## src/rtl/rps_pkg.sv

```systemverilog
// Shared encodings for the rock-paper-scissors round referee.
// Move codes, result codes, FSM states, LFSR seed and the outcome rule.
// Pure definitions; no state, no timing.
package rps_pkg;

  localparam logic [1:0] MOVE_NONE     = 2'b00;
  localparam logic [1:0] MOVE_ROCK     = 2'b01;
  localparam logic [1:0] MOVE_PAPER    = 2'b10;
  localparam logic [1:0] MOVE_SCISSORS = 2'b11;

  // 2'b10 is deliberately unused so the tracker can treat bit0 as "not lost".
  localparam logic [1:0] RES_LOSE = 2'b00;
  localparam logic [1:0] RES_DRAW = 2'b01;
  localparam logic [1:0] RES_WIN  = 2'b11;

  localparam logic [7:0] LFSR_SEED = 8'h01;

  typedef enum logic [2:0] {
    IDLE   = 3'd0,
    COUNT  = 3'd1,
    REVEAL = 3'd2,
    SHOW   = 3'd3,
    DONE   = 3'd4
  } state_t;

  // No press always loses, even against the machine; ties are checked before
  // the beats-relation so equal moves never fall through to lose.
  function automatic logic [1:0] round_outcome(input logic [1:0] player,
                                               input logic [1:0] machine);
    logic [1:0] res;
    if (player == MOVE_NONE) begin
      res = RES_LOSE;
    end else if (player == machine) begin
      res = RES_DRAW;
    end else if ((player == MOVE_ROCK     && machine == MOVE_SCISSORS) ||
                 (player == MOVE_PAPER    && machine == MOVE_ROCK)     ||
                 (player == MOVE_SCISSORS && machine == MOVE_PAPER)) begin
      res = RES_WIN;
    end else begin
      res = RES_LOSE;
    end
    return res;
  endfunction

endpackage

```

## src/rtl/rps_move_lfsr.sv

```systemverilog
// Free-running 8-bit Fibonacci LFSR (x^8+x^6+x^5+x^4+1) and its mod-3 move.
// Latency: value is the register itself; move is a combinational decode of it.
// No backpressure: steps on every clock outside reset.
module rps_move_lfsr
  import rps_pkg::*;
(
  input  logic       clk,
  input  logic       reset,
  output logic [7:0] value,
  output logic [1:0] move
);

  logic [7:0] lfsr_q;

  // Shift left with XOR feedback into bit0; seed is non-zero so the register never locks up.
  always_ff @(posedge clk) begin
    if (!reset) begin
      lfsr_q <= LFSR_SEED;
    end else begin
      lfsr_q <= {lfsr_q[6:0], lfsr_q[7] ^ lfsr_q[5] ^ lfsr_q[4] ^ lfsr_q[3]};
    end
  end

  assign value = lfsr_q;
  // Remainder is 0..2, so the move is always ROCK, PAPER or SCISSORS, never NONE.
  assign move  = 2'(lfsr_q % 8'd3) + 2'd1;

endmodule

```

## src/rtl/rps_round_judge.sv

```systemverilog
// Round referee: start-triggered 3-stage countdown, player latch, machine draw, result.
// Latency: start to COUNT 3 cycles; COUNT entry to result_valid 3*STAGE_CYCLES+1 cycles.
// No backpressure: result_valid is a single-cycle pulse the consumer must take.
module rps_round_judge
  import rps_pkg::*;
#(
  parameter int STAGE_CYCLES = 25_000_000
) (
  input  logic       clk,
  input  logic       reset,
  input  logic       start,
  input  logic [2:0] player_btn,
  output logic [1:0] result,
  output logic       result_valid,
  output logic [1:0] player_move,
  output logic [1:0] machine_move,
  output logic [2:0] countdown,
  output logic       busy
);

  localparam int              CW       = (STAGE_CYCLES > 1) ? $clog2(STAGE_CYCLES) : 1;
  localparam logic [CW-1:0]   CNT_LAST = CW'(STAGE_CYCLES - 1);

  logic          start_m, start_s, start_d;
  logic [2:0]    btn_m, btn_s, btn_d;
  logic          start_rise;
  logic          btn_press;
  logic [1:0]    btn_move;
  state_t        state, state_nxt;
  logic [CW-1:0] stage_cnt;
  logic [1:0]    stage_idx;
  logic          stage_end;
  logic [7:0]    lfsr_value_unused;
  logic [1:0]    lfsr_move;

  rps_move_lfsr u_lfsr (
    .clk   (clk),
    .reset (reset),
    .value (lfsr_value_unused),
    .move  (lfsr_move)
  );

  // Two-flop synchronisers plus one-cycle history for edge detection.
  always_ff @(posedge clk) begin
    if (!reset) begin
      start_m <= 1'b0;
      start_s <= 1'b0;
      start_d <= 1'b0;
      btn_m   <= 3'b000;
      btn_s   <= 3'b000;
      btn_d   <= 3'b000;
    end else begin
      start_m <= start;
      start_s <= start_m;
      start_d <= start_s;
      btn_m   <= player_btn;
      btn_s   <= btn_m;
      btn_d   <= btn_s;
    end
  end

  assign start_rise = start_s & ~start_d;
  assign stage_end  = (stage_cnt == CNT_LAST);

  // Decode a fresh one-hot press; a button held over from the previous cycle does not qualify.
  always_comb begin
    btn_move = MOVE_NONE;
    case (btn_s)
      3'b001:  btn_move = MOVE_ROCK;
      3'b010:  btn_move = MOVE_PAPER;
      3'b100:  btn_move = MOVE_SCISSORS;
      default: btn_move = MOVE_NONE;
    endcase
    btn_press = (btn_move != MOVE_NONE) && (btn_d == 3'b000);
  end

  // Next-state: start is only honoured from IDLE or DONE; COUNT ends after its third stage.
  always_comb begin
    state_nxt = state;
    case (state)
      IDLE, DONE: if (start_rise) state_nxt = COUNT;
      COUNT:      if (stage_end && stage_idx == 2'd2) state_nxt = REVEAL;
      REVEAL:     state_nxt = SHOW;
      SHOW:       state_nxt = DONE;
      default:    state_nxt = IDLE;
    endcase
  end

  // State register with all outputs registered alongside it.
  always_ff @(posedge clk) begin
    if (!reset) begin
      state        <= IDLE;
      stage_cnt    <= '0;
      stage_idx    <= 2'd0;
      result       <= RES_DRAW;
      result_valid <= 1'b0;
      player_move  <= MOVE_NONE;
      machine_move <= MOVE_NONE;
      countdown    <= 3'b000;
      busy         <= 1'b0;
    end else begin
      state        <= state_nxt;
      // Result idles at draw so a downstream streak FSM holds its state between rounds.
      result       <= RES_DRAW;
      result_valid <= 1'b0;
      busy         <= (state_nxt == COUNT) || (state_nxt == REVEAL) || (state_nxt == SHOW);
      case (state)
        IDLE, DONE: begin
          if (start_rise) begin
            player_move  <= MOVE_NONE;
            machine_move <= MOVE_NONE;
            stage_cnt    <= '0;
            stage_idx    <= 2'd0;
            countdown    <= 3'b111;
          end
        end
        COUNT: begin
          // First qualifying press of the round wins, including one on the final COUNT cycle.
          if (player_move == MOVE_NONE && btn_press) begin
            player_move <= btn_move;
          end
          if (stage_end) begin
            stage_cnt <= '0;
            stage_idx <= stage_idx + 2'd1;
            case (stage_idx)
              2'd0:    countdown <= 3'b011;
              2'd1:    countdown <= 3'b001;
              default: countdown <= 3'b000;
            endcase
          end else begin
            stage_cnt <= stage_cnt + 1'b1;
          end
        end
        REVEAL: begin
          machine_move <= lfsr_move;
          result       <= round_outcome(player_move, lfsr_move);
          result_valid <= 1'b1;
        end
        default: begin
        end
      endcase
    end
  end

endmodule

```

## config.mk

```make
export PLATFORM = sky130hd
export DESIGN_NAME = rps_round_judge
export DESIGN_NICKNAME = d
export VERILOG_FILES = /design/src/rtl/rps_pkg.sv /design/src/rtl/rps_move_lfsr.sv /design/src/rtl/rps_round_judge.sv
export SDC_FILE = /design/constraint.sdc
export NUM_CORES = 1
export LEC_CHECK = 0
export CORE_AREA = 2 2 116 118
export DETAILED_ROUTE_END_ITERATION = 16
export DIE_AREA = 0 0 118 120
export GPL_TIMING_DRIVEN = 0
export PLACE_DENSITY = 0.4
export SYNTH_ARGS = -nofsm -noshare
export SYNTH_HDL_FRONTEND = slang
export SYNTH_HIERARCHICAL = 1
export SYNTH_SLANG_ARGS = --single-unit
```

## constraint.sdc

```tcl
create_clock -name clk -period 5.15 [get_ports clk]
set_clock_uncertainty 0.2 [all_clocks]
set_input_delay 1.545 -clock clk [delete_from_list [all_inputs] [get_ports clk]]
set_output_delay 1.545 -clock clk [all_outputs]
set_load 0.01 [all_outputs]
```

==> impl_metrics.tcl, run 1 <==
set metrics [dict create \
    layoutNonFillerInstCount 566 \
    p_clk_frac 0.517 \
    power_frac_seq 0.405 \
    io_pins 17 \
    grt_pass1_wl_um 13000 \
    r2r_start "u_lfsr/value[4]$_SDFF_PN0_" \
    tightest_slew_ns 1.34 \
    comb_power_share 0.078 \
    fp-row-count 42 \
    synth_edf_count 0 \
    cts_resized 0 \
    startpoint "reset" \
    run_status "finished clean" \
    yosys_warnings 6 \
    hold-path-cell-count 1 \
    finalWirelength_um 7770 \
    synthArstFlopShare 0 \
    slowest_stage "nor3_1" \
    post_drt_wl_per_cell_um 13.7 \
    ys_seq_area_frac 0.387 \
    grt_max_degree 14 \
    nets 397 \
    stdcell_area_sq_mm 0.00384 \
    final_layout_size_suffix_gt1_frac 0.108 \
    antenna_found_initial 0 \
    dp_slack_ns 0.529 \
    cts_tree "yes" \
    drv_slew 0 \
    reg2reg_to "result[0]$_SDFF_PN1_" \
    first_global_vias 2554 \
    switching_share 0.250 \
    coreArea_sq_mm 0.0130 \
    antenna_left 0 \
    switching_power_mw 0.303 \
    period_minus_slack_ns 4.24 \
    intPower_mw 0.907 \
    area_growth_pct 21.7 \
    n_antenna_cell 0 \
    required_ns 5.22 \
    htree_levels 3 \
    hp-class "reg -> reg" \
    ys.flop_type "dfxtp_1" \
    hold-path-endpoint "btn_s[1]$_SDFF_PN0_" \
    firstDrtPassIters 4 \
    startpoint_type "input pin" \
    syn_nets 370 \
    drc 0 \
    gp_congestion 0.767 \
    cts-root-buf "clkbuf_16" \
    setup_ws_ns 0.913 \
    ff2ff_setup_slack_ns 1.33 \
    path_class "in -> reg" \
    vias 2703 \
    holdBufCountCts 0 \
    avgSynthCellArea_sq_um 8.82 \
    vdd_ir_drop_max_uv 114 \
    cp.arrival_ns 4.31 \
    final-setup-viol-count 0 \
    powerDensity_mw_per_mm2 315 \
    finalHoldViolCount 0 \
    path_cells "clkdlybuf4s50_1 -> buf_2 -> clkinv_1 -> nor3_1 -> a221o_1" \
    post-cts-setup-buffers 0 \
    initial_utilization 0.243 \
    max_cap_viol_count 0 \
    drt-vias-per-instance 4.78 \
    rsz0062_at_grt "no" \
    syn_inst 358 \
    ys_ff_latch 61 \
    clk_pin_slew_ns 0.06 \
    track_usage 0.115 \
    max_stage_delay_ns 1.15 \
    end_kind "register" \
    grt-ovfl-total 0 \
    worstRegToRegCells 16 \
    synthDistinctLibCells 70 \
    dp_cells 550 \
    drt_iter0_markers 143 \
    portBuffers 16 \
    p_total_mw 1.21 \
    dpl_cell_area_sq_mm 0.00354 \
    slew_headroom 0.100 \
    clk-insertion-delay-late_ns 0.34 \
    cts_made_buffers 9 \
    syn_area_sq_mm 0.00316 \
    hold_start "btn_m[1]$_SDFF_PN0_" \
    tns_ns 0 \
    clockBufferDepth 2 \
    p_leak_nw 1.38 \
    fin_crit_sh 0.823 \
    cts_sinks 61 \
    die_w_um 118 \
    fmaxAchievable_mhz 236 \
    die-area_sq_mm 0.0142 \
    die_y_um 120 \
    dp_hpwl_um 5360 \
    crit_path_max_fanout 10 \
]
[Yosys cell counts (2+ instances only)]
cell / count / area, sq um
nand3b_1: 4 / 30.0
nor3_1: 8 / 40.0
a22oi_1: 6 / 45.0
nor2_1: 23 / 86.3
mux2i_1: 3 / 30.0
dfxtp_1: 61 / 1220
a21oi_1: 26 / 130
nor2b_1: 6 / 37.5
nor3b_1: 2 / 15.0
nand2_1: 18 / 67.6
or3b_1: 3 / 26.3
nand2b_1: 5 / 31.3
buf_6: 3 / 33.8
xnor2_1: 9 / 78.8
inv_1: 8 / 30.0
and3_1: 8 / 50.1
nand3_1: 17 / 85.1
nor4b_1: 3 / 26.3
o21ai_0: 16 / 80.1
or4_1: 2 / 15.0
ha_1: 6 / 75.1
a41oi_1: 2 / 17.5
xor2_1: 6 / 52.6
a211oi_1: 3 / 22.5
buf_2: 7 / 35.0
a31oi_1: 11 / 68.8
or4bb_1: 2 / 22.5
and4_1: 4 / 35.0
nand4_1: 10 / 62.6
nor4_1: 4 / 25.0
a21o_1: 4 / 30.0
and2_1: 21 / 131
o21a_1: 3 / 22.5
clkbuf_1: 8 / 30.0
[worst max path at each step]
stage / depth (start not counted) / to
4_1_cts: 5 / stage_cnt[23]$_SDFFE_PN0P_
5_1_grt: 6 / stage_cnt[24]$_SDFFE_PN0P_
3_5_place_dp: 5 / stage_cnt[23]$_SDFFE_PN0P_
6_report: 5 / stage_cnt[23]$_SDFFE_PN0P_
2_1_floorplan: 13 / result[0]$_SDFF_PN1_
3_3_place_gp: 5 / stage_cnt[23]$_SDFFE_PN0P_
[power groups by stage]
stage	logic (mW)	clock network [mW]	registers, mW
floorplan	0.0668	0	0.499
finish	0.0945	0.626	0.489
CTS	0.0952	0.642	0.490
detailed placement	0.0943	0	0.500
global placement	0.0936	0	0.500
global route	0.106	0.665	0.491
[logic make-up after synthesis]
kind of cell               count (synthesis)  share of synthesized area
xor gates and xnor gates                  15                     0.0416
and+or+nand+nor                          152                      0.287
AOI/OAI and AO/OA                         92                      0.204
adders and majority gates                  6                     0.0238
buffers and inverters                     28                     0.0444
muxes                                      4                     0.0131
DFF                                       61                      0.387
[layer usage]
| metal | vias up | routed length (um) | global-route usage |
|---|---|---|---|
| met2 | 32 | 3510 | 0.178 |
| li1 | 1376 | - | - |
| met1 | 1289 | 3950 | 0.155 |
| met3 | 6 | 226 | 0.0290 |
| met5 | - | 0 | 0 |
| met4 | 0 | 88 | 0.0384 |
[sequential cells by signal (all words and copies together) (netlist names)]
name,flops
stage_cnt,25
u_lfsr/value,8
btn_d,3
btn_m,3
btn_s,3
countdown,3
state,3
machine_move,2
player_move,2
result,2
stage_idx,2
busy,1
result_valid,1
start_d,1
start_m,1
start_s,1
[final cells by class]
type,instances,area (sq um)
fillers,1402,9140
multi-input cells,269,1800
flip-flops and latches,61,1220
clock buffers,9,225
well taps,176,220
repair buffers,16,160
plain buffers,19,106
clock inverters,7,80.1
inverters,9,33.8
[critical path, delay by kind of cell]
family,cells,cell delay (ns)
buf+inv,3,1.30
simple gates,1,1.15
compound gates,1,0.30
[cells in the final DEF (no fill, tap or decap), types with 4 or more instances in the layout]
master	instances
nor2_1	23
xor2_1	6
nand2b_1	5
dfxtp_1	61
a31oi_1	11
xnor2_1	9
nor4_1	4
clkbuf_1	8
and2_1	21
nor3_1	8
a22oi_1	6
a21oi_1	26
and4_1	4
and3_1	8
o21ai_0	16
buf_2	7
nand3b_1	4
nand3_1	17
inv_1	8
nand4_1	10
nor2b_1	6
clkbuf_16	9
clkdlybuf4s50_1	16
a21o_1	4
ha_1	6
nand2_1	18
[stage by stage]
step,util,hold WS (ns)
6_report,0.296,0.232
5_1_grt,0.296,0.248
4_1_cts,0.296,0.237
3_5_place_dp,0.273,0.219
3_3_place_gp,0.273,0.214
2_1_floorplan,-,0.212
Power figures use the tool's default switching activity.
==> run 2: changes to the inputs <==
==> constraint.sdc (replaced) <==
create_clock -name clk -period 4.3 [get_ports clk]
set_clock_uncertainty 0.2 [all_clocks]
set_input_delay 1.29 -clock clk [delete_from_list [all_inputs] [get_ports clk]]
set_output_delay 1.29 -clock clk [all_outputs]
set_load 0.01 [all_outputs]
==> results of run 2 <==
Same layout as run 1 (identical final DEF). Status: finished clean.
Main changes from that run: setup slack after placement 0.529 ns -> -0.0660 ns; setup slack after layout 0.913 ns -> 0.318 ns; register-to-register setup slack 1.33 ns -> 0.48 ns; total power 1.21 mW -> 1.45 mW; worst IR drop on VDD 114 uV -> 136 uV
==> run 3: changes to the inputs <==
--- a/config.mk
+++ b/config.mk
@@ -6,6 +6,7 @@
 export NUM_CORES = 1
 export LEC_CHECK = 0
 export CORE_AREA = 2 2 116 118
+export CTS_CLUSTER_SIZE = 20
 export DETAILED_ROUTE_END_ITERATION = 16
 export DIE_AREA = 0 0 118 120
 export GPL_TIMING_DRIVEN = 0
==> results of run 3 <==
Same layout as run 1 (identical final DEF). Status: finished clean.
Main changes from that run: setup slack after placement 0.529 ns -> -0.0660 ns; setup slack after layout 0.913 ns -> 0.318 ns; register-to-register setup slack 1.33 ns -> 0.48 ns; total power 1.21 mW -> 1.45 mW; worst IR drop on VDD 114 uV -> 136 uV
